$ cat src/rtl/move_shift_unit.sv
// Iterative MOV/MVN/LSL/LSR/ASR/ROR/RRX unit: up to STEP bit positions per cycle, done pulse in cycle k+1.
// start is taken only while ready is high; requests made while busy are dropped, not queued.
module move_shift_unit #(
    parameter int N    = 32,
    parameter int STEP = 1
) (
    input  logic         clk,
    input  logic         rst,
    input  logic         start,
    input  logic [2:0]   op,
    input  logic [N-1:0] a,
    input  logic [7:0]   amt,
    input  logic         c_in,
    input  logic         v_in,
    output logic         ready,
    output logic         done,
    output logic [N-1:0] result,
    output logic [3:0]   flags
);

    localparam logic [1:0] S_IDLE  = 2'd0;
    localparam logic [1:0] S_SHIFT = 2'd1;
    localparam logic [1:0] S_DONE  = 2'd2;

    localparam logic [2:0] OP_MOV = 3'b000;
    localparam logic [2:0] OP_MVN = 3'b001;
    localparam logic [2:0] OP_LSL = 3'b010;
    localparam logic [2:0] OP_LSR = 3'b011;
    localparam logic [2:0] OP_ASR = 3'b100;
    localparam logic [2:0] OP_ROR = 3'b101;
    localparam logic [2:0] OP_RRX = 3'b110;

    localparam logic [31:0] SAT   = 32'(N + 1);
    localparam logic [7:0]  STEP8 = 8'(STEP);

    logic [1:0]   state;
    logic [2:0]   op_q;
    logic [N-1:0] work;
    logic         carry;
    logic         v_q;
    logic [7:0]   rem;

    logic [31:0]  amt_w;
    logic [7:0]   rem_init;
    logic [N-1:0] work_init;
    logic         carry_init;
    logic [2:0]   op_init;

    logic [7:0]   s;
    logic [7:0]   rem_nxt;
    logic [N-1:0] w_nxt;
    logic         c_nxt;

    always_comb begin
        amt_w      = {24'd0, amt};
        rem_init   = 8'd0;
        work_init  = a;
        carry_init = c_in;
        op_init    = op;
        case (op)
            OP_LSL, OP_LSR, OP_ASR: rem_init = (amt_w > SAT) ? 8'(SAT) : amt;
            OP_ROR:                 rem_init = 8'(amt_w % 32'(N));
            OP_MVN:                 work_init = ~a;
            OP_RRX: begin
                work_init  = {c_in, a[N-1:1]};
                carry_init = a[0];
            end
            OP_MOV:                 ;
            default:                op_init = OP_MOV;
        endcase
        // Full-turn rotation leaves a unchanged but still reports the top bit as carry.
        if (op == OP_ROR && amt != 8'd0 && rem_init == 8'd0)
            carry_init = a[N-1];
    end

    always_comb begin
        s     = (rem > STEP8) ? STEP8 : rem;
        w_nxt = work;
        c_nxt = carry;
        for (int i = 0; i < STEP; i++) begin
            if (i < int'(s)) begin
                case (op_q)
                    OP_LSL: begin c_nxt = w_nxt[N-1]; w_nxt = {w_nxt[N-2:0], 1'b0}; end
                    OP_LSR: begin c_nxt = w_nxt[0];   w_nxt = {1'b0, w_nxt[N-1:1]}; end
                    OP_ASR: begin c_nxt = w_nxt[0];   w_nxt = {w_nxt[N-1], w_nxt[N-1:1]}; end
                    OP_ROR: begin c_nxt = w_nxt[0];   w_nxt = {w_nxt[0], w_nxt[N-1:1]}; end
                    default: ;
                endcase
            end
        end
        rem_nxt = rem - s;
    end

    always_ff @(posedge clk) begin
        if (rst) begin
            state  <= S_IDLE;
            op_q   <= OP_MOV;
            work   <= '0;
            carry  <= 1'b0;
            v_q    <= 1'b0;
            rem    <= 8'd0;
            result <= '0;
            flags  <= 4'd0;
        end else begin
            case (state)
                S_IDLE: begin
                    if (start) begin
                        op_q  <= op_init;
                        work  <= work_init;
                        carry <= carry_init;
                        v_q   <= v_in;
                        rem   <= rem_init;
                        state <= S_SHIFT;
                    end
                end
                S_SHIFT: begin
                    work  <= w_nxt;
                    carry <= c_nxt;
                    rem   <= rem_nxt;
                    if (rem_nxt == 8'd0) begin
                        result <= w_nxt;
                        flags  <= {w_nxt[N-1], (w_nxt == '0), c_nxt, v_q};
                        state  <= S_DONE;
                    end
                end
                S_DONE:  state <= S_IDLE;
                default: state <= S_IDLE;
            endcase
        end
    end

    assign ready = (state == S_IDLE) && !rst;
    assign done  = (state == S_DONE) && !rst;

endmodule

$ cat config.mk
export PLATFORM = sky130hd
export DESIGN_NAME = move_shift_unit
export DESIGN_NICKNAME = d
export VERILOG_FILES = /design/src/rtl/move_shift_unit.sv
export SDC_FILE = /design/constraint.sdc
export NUM_CORES = 1
export LEC_CHECK = 0
export ABC_CLOCK_PERIOD_IN_PS = 2900
export CORE_ASPECT_RATIO = 0.7
export CORE_UTILIZATION = 30
export CTS_BUF_LIST = sky130_fd_sc_hd__clkbuf_2
export CTS_CLUSTER_SIZE = 8
export DETAILED_ROUTE_END_ITERATION = 16
export PLACE_DENSITY = 0.47
export SLEW_MARGIN = 20
export SYNTH_ARGS = -nofsm -noshare
export SYNTH_HDL_FRONTEND = slang
export SYNTH_SLANG_ARGS = --single-unit
$ cat constraint.sdc
create_clock -name clk -period 2.9 [get_ports clk]
set_input_delay 0.58 -clock clk [delete_from_list [all_inputs] [get_ports clk]]
set_output_delay 0.58 -clock clk [all_outputs]
set_load 0.05 [all_outputs]
==> run metrics <==
status finished, final reports clean; Crit-path slowest cell or4_1; Layout area overhead 22.4%; share of the yosys chip area belonging to registers between 20 and 30%; Post-Place Worst Slack around 0.18 ns; vias in the first global route 5851; clock power share 6.3%; CTS max path bufs 2; die span in y 120 um; GRT Total Usage between 20% and 30%; Top delay family on crit path simple AND/OR/NAND/NOR gates; Iteration-0 DRC Markers roughly 690; H-tree depth 3; internal power 3690 uW; Worst-path clk slew between 0.2 and 0.25 ns; post-route worst setup slack approximately 0.24 ns; Final Setup Violations 0; most frequent CP cell buf_4; drt pass-1 iters 7; Detail Placement HPWL 15.3 mm; Port Buf Inserts between 80 and 90; Pleak approximately 0.0027 uW; crit path cell chain buf_4 -> or4_1 -> buf_4 -> o211ai_1 -> a21oi_1 -> nor4_1 -> buf_4 -> nor4_1 -> nand4_1 -> o31ai_2; Post-synth EDFFs 0; Critical Path RT between 3 and 4 ns; Fillers between 2k and 2.5k; commonest non-fill, non-tap cell in the layout nor2_1; Power, Total around 7900 uW; Synth Register Bits just over 80; Seq pwr share between 20% and 30%; Multi-input gate area around 4000 sq um; gpl congestion 0.832; die width between 150 and 200 um; P_sw roughly 4300 uW; RSZ-0062 raised after global routing no; Top FF cell, synth dfxtp_1; Vias/cell 5.72; fraction of layout cells with a size suffix above 1 approximately 12%; initial antenna violation count 2; Root Driver clkbuf_2; CP arrival 3.20 ns; Clock Latency Late Sink 0.61 ns; first-pass GRT wire length 33.9 mm; CP max stage delay around 0.56 ns; Post-Route WL 21.3 mm; Sw Ratio between 50% and 60%; # nets final roughly 940; Routed Antenna Nets 0; cts bufs inserted 9; most frequent cells in the layout nor2_1 (112), nand2_1 (85), a21oi_1 (82); grt ovf 0; Yosys Warn Count 0; Synth Instances a little over 800; CP startpoint kind flop; critical path class flop to flop; Synth Net Count 868; vias about 6.6k; Peak VDD IR 0.000459 V; worst-margin pin slew slightly below 0.8 ns; die area approximately 21000 sq um; Yosys cell types 58; max-cap viol count 0; IO Count 86; Slew Limit Headroom between 40% and 50%; maximum clock frequency about 380 MHz; post-synthesis async set-or-reset flop share 0%; syn_area_per_cell between 7 and 8 sq um; Final min period 2.66 ns; min-delay worst type flop to flop; CP Capture Type flop; Logic pwr share a little under three quarters; Sum Neg Setup Slack 0 ns; FF/Latch Area about 1600 sq um; clk sinks 82; DRC 0; largest net degree at the start of global routing 48; Critical path buffers and inverters 3; maximum fanout along the worst path 19; Fin. Hold Viols 0; synthesized area between 6000 and 7000 sq um; cell row count 42; Initial Util 31.2%; Clock Skews between 0.04 and 0.05 ns; Cell Pwr Density about 1100 nW/um^2; core area a little under 20000 sq um; drt wl/cell about 18 um; Final Max Slew Viols 0; final period utilization approximately 92%; TritonCTS clock tree yes
## cells by family (layout without fill, tap and decap cells)
group	after synthesis	count (layout)	synth area share (%)
AO/OA/AOI/OAI	308	308	34.0
XOR/XNOR	1	1	0.146
adder cells (fa/ha/maj)	1	1	0.208
buffers and inverters	94	166	6.91
flip-flops	82	82	27.3
multiplexers	64	64	10.9
other	0	2	0
AND/OR/NAND/NOR	269	269	20.5
## synthesized netlist by cell type (2+ instances only)
| master | number | share of area [%] |
|---|---|---|
| a2111oi_0 | 2 | 0.29 |
| a2111oi_2 | 2 | 0.50 |
| a211oi_1 | 16 | 2.0 |
| a21oi_1 | 82 | 6.8 |
| a221oi_1 | 4 | 0.58 |
| a22o_1 | 5 | 0.73 |
| a22oi_1 | 41 | 5.1 |
| a31oi_1 | 18 | 1.9 |
| a32oi_1 | 2 | 0.29 |
| and3_1 | 2 | 0.21 |
| buf_1 | 4 | 0.25 |
| buf_2 | 8 | 0.67 |
| buf_4 | 5 | 0.62 |
| buf_6 | 3 | 0.56 |
| clkbuf_1 | 67 | 4.2 |
| dfxtp_1 | 82 | 27 |
| inv_1 | 6 | 0.37 |
| mux2_2 | 11 | 2.1 |
| mux2i_1 | 53 | 8.8 |
| nand2_1 | 85 | 5.3 |
| nand2b_1 | 6 | 0.62 |
| nand3_1 | 7 | 0.58 |
| nand4_1 | 3 | 0.31 |
| nor2_1 | 113 | 7.1 |
| nor2b_1 | 5 | 0.52 |
| nor3_1 | 17 | 1.4 |
| nor3_2 | 6 | 1.0 |
| nor3b_1 | 3 | 0.37 |
| nor4_1 | 7 | 0.73 |
| nor4_2 | 3 | 0.62 |
| o211ai_1 | 6 | 0.75 |
| o21a_1 | 14 | 1.7 |
| o21ai_0 | 38 | 3.2 |
| o22ai_1 | 32 | 3.3 |
| o311ai_0 | 33 | 4.8 |
| o32ai_1 | 2 | 0.29 |
| or2_2 | 3 | 0.31 |
| or4_1 | 3 | 0.37 |
## timing repair
item,CTS,global route
endpoints found under the hold margin,0,0
gates resized for setup,0,3
buffers inserted,0,1
hold buffers,0,0
setup endpoints to repair,0,35
## final timing paths
check / start / to / slack, ns / depth (start not counted)
min reg2reg: op_q[0] / op_q[0] / 0.47 / 2
min: op_q[0] / op_q[0] / 0.47 / 2
max reg2reg: rem[1] / flags[2] / 0.24 / 10
max: rem[1] / flags[2] / 0.24 / 10
## per-stage QoR
stage | utilization (%) | instance area [sq um] | hold WS (ns) | instances
after floorplan | - | 6010 | 0.436 | 819
after global placement | 37.6 | 7240 | 0.452 | 1137
after detailed placement | 37.6 | 7240 | 0.450 | 1137
after CTS | 38.1 | 7320 | 0.430 | 1153
after global routing | 38.3 | 7360 | 0.441 | 1157
final | 38.3 | 7360 | 0.474 | 1157
## power groups by stage
| stage | Sequential (uW) | Combinational, uW | Clock, uW |
|---|---|---|---|
| 5_1_grt | 1820 | 6140 | 574 |
| 3_5_place_dp | 1790 | 5520 | 0 |
| 2_1_floorplan | 1880 | 3810 | 0 |
| 4_1_cts | 1760 | 5530 | 536 |
| 6_report | 1790 | 5650 | 504 |
| 3_3_place_gp | 1780 | 5430 | 0 |
## final cells by class
cell class | count | area share (%)
repair buffers | 144 | 17.8
multi-input cells | 643 | 53.9
well taps | 264 | 4.49
clock buffers | 12 | 0.816
flip-flops and latches | 82 | 22.3
diodes | 2 | 0.0680
clock inverters | 4 | 0.255
inverters | 6 | 0.306
## state kept, by name, summed over array words and instances (netlist names)
| name | count |
|---|---|
| op_q | 3 |
| rem | 8 |
| result | 32 |
| flags | 3 |
| state | 2 |
| carry | 1 |
| work | 32 |
| v_q | 1 |
## per-layer routing
layer	track usage, %	up-vias	wire (um)
met3	4.03	16	1790
met4	4.97	0	234
met2	26.3	320	7990
met5	0	-	0
li1	-	3201	-
met1	35.1	3076	11300
## worst register-to-register path: stages, from the launching register on
cell	delay (ns)
dfxtp_1	0.36
buf_4	0.16
or4_1	0.56
buf_4	0.26
o211ai_1	0.20
a21oi_1	0.09
nor4_1	0.52
buf_4	0.22
nor4_1	0.05
nand4_1	0.14
o31ai_2	0.07
No activity file was read; power rests on OpenSTA's default activity.
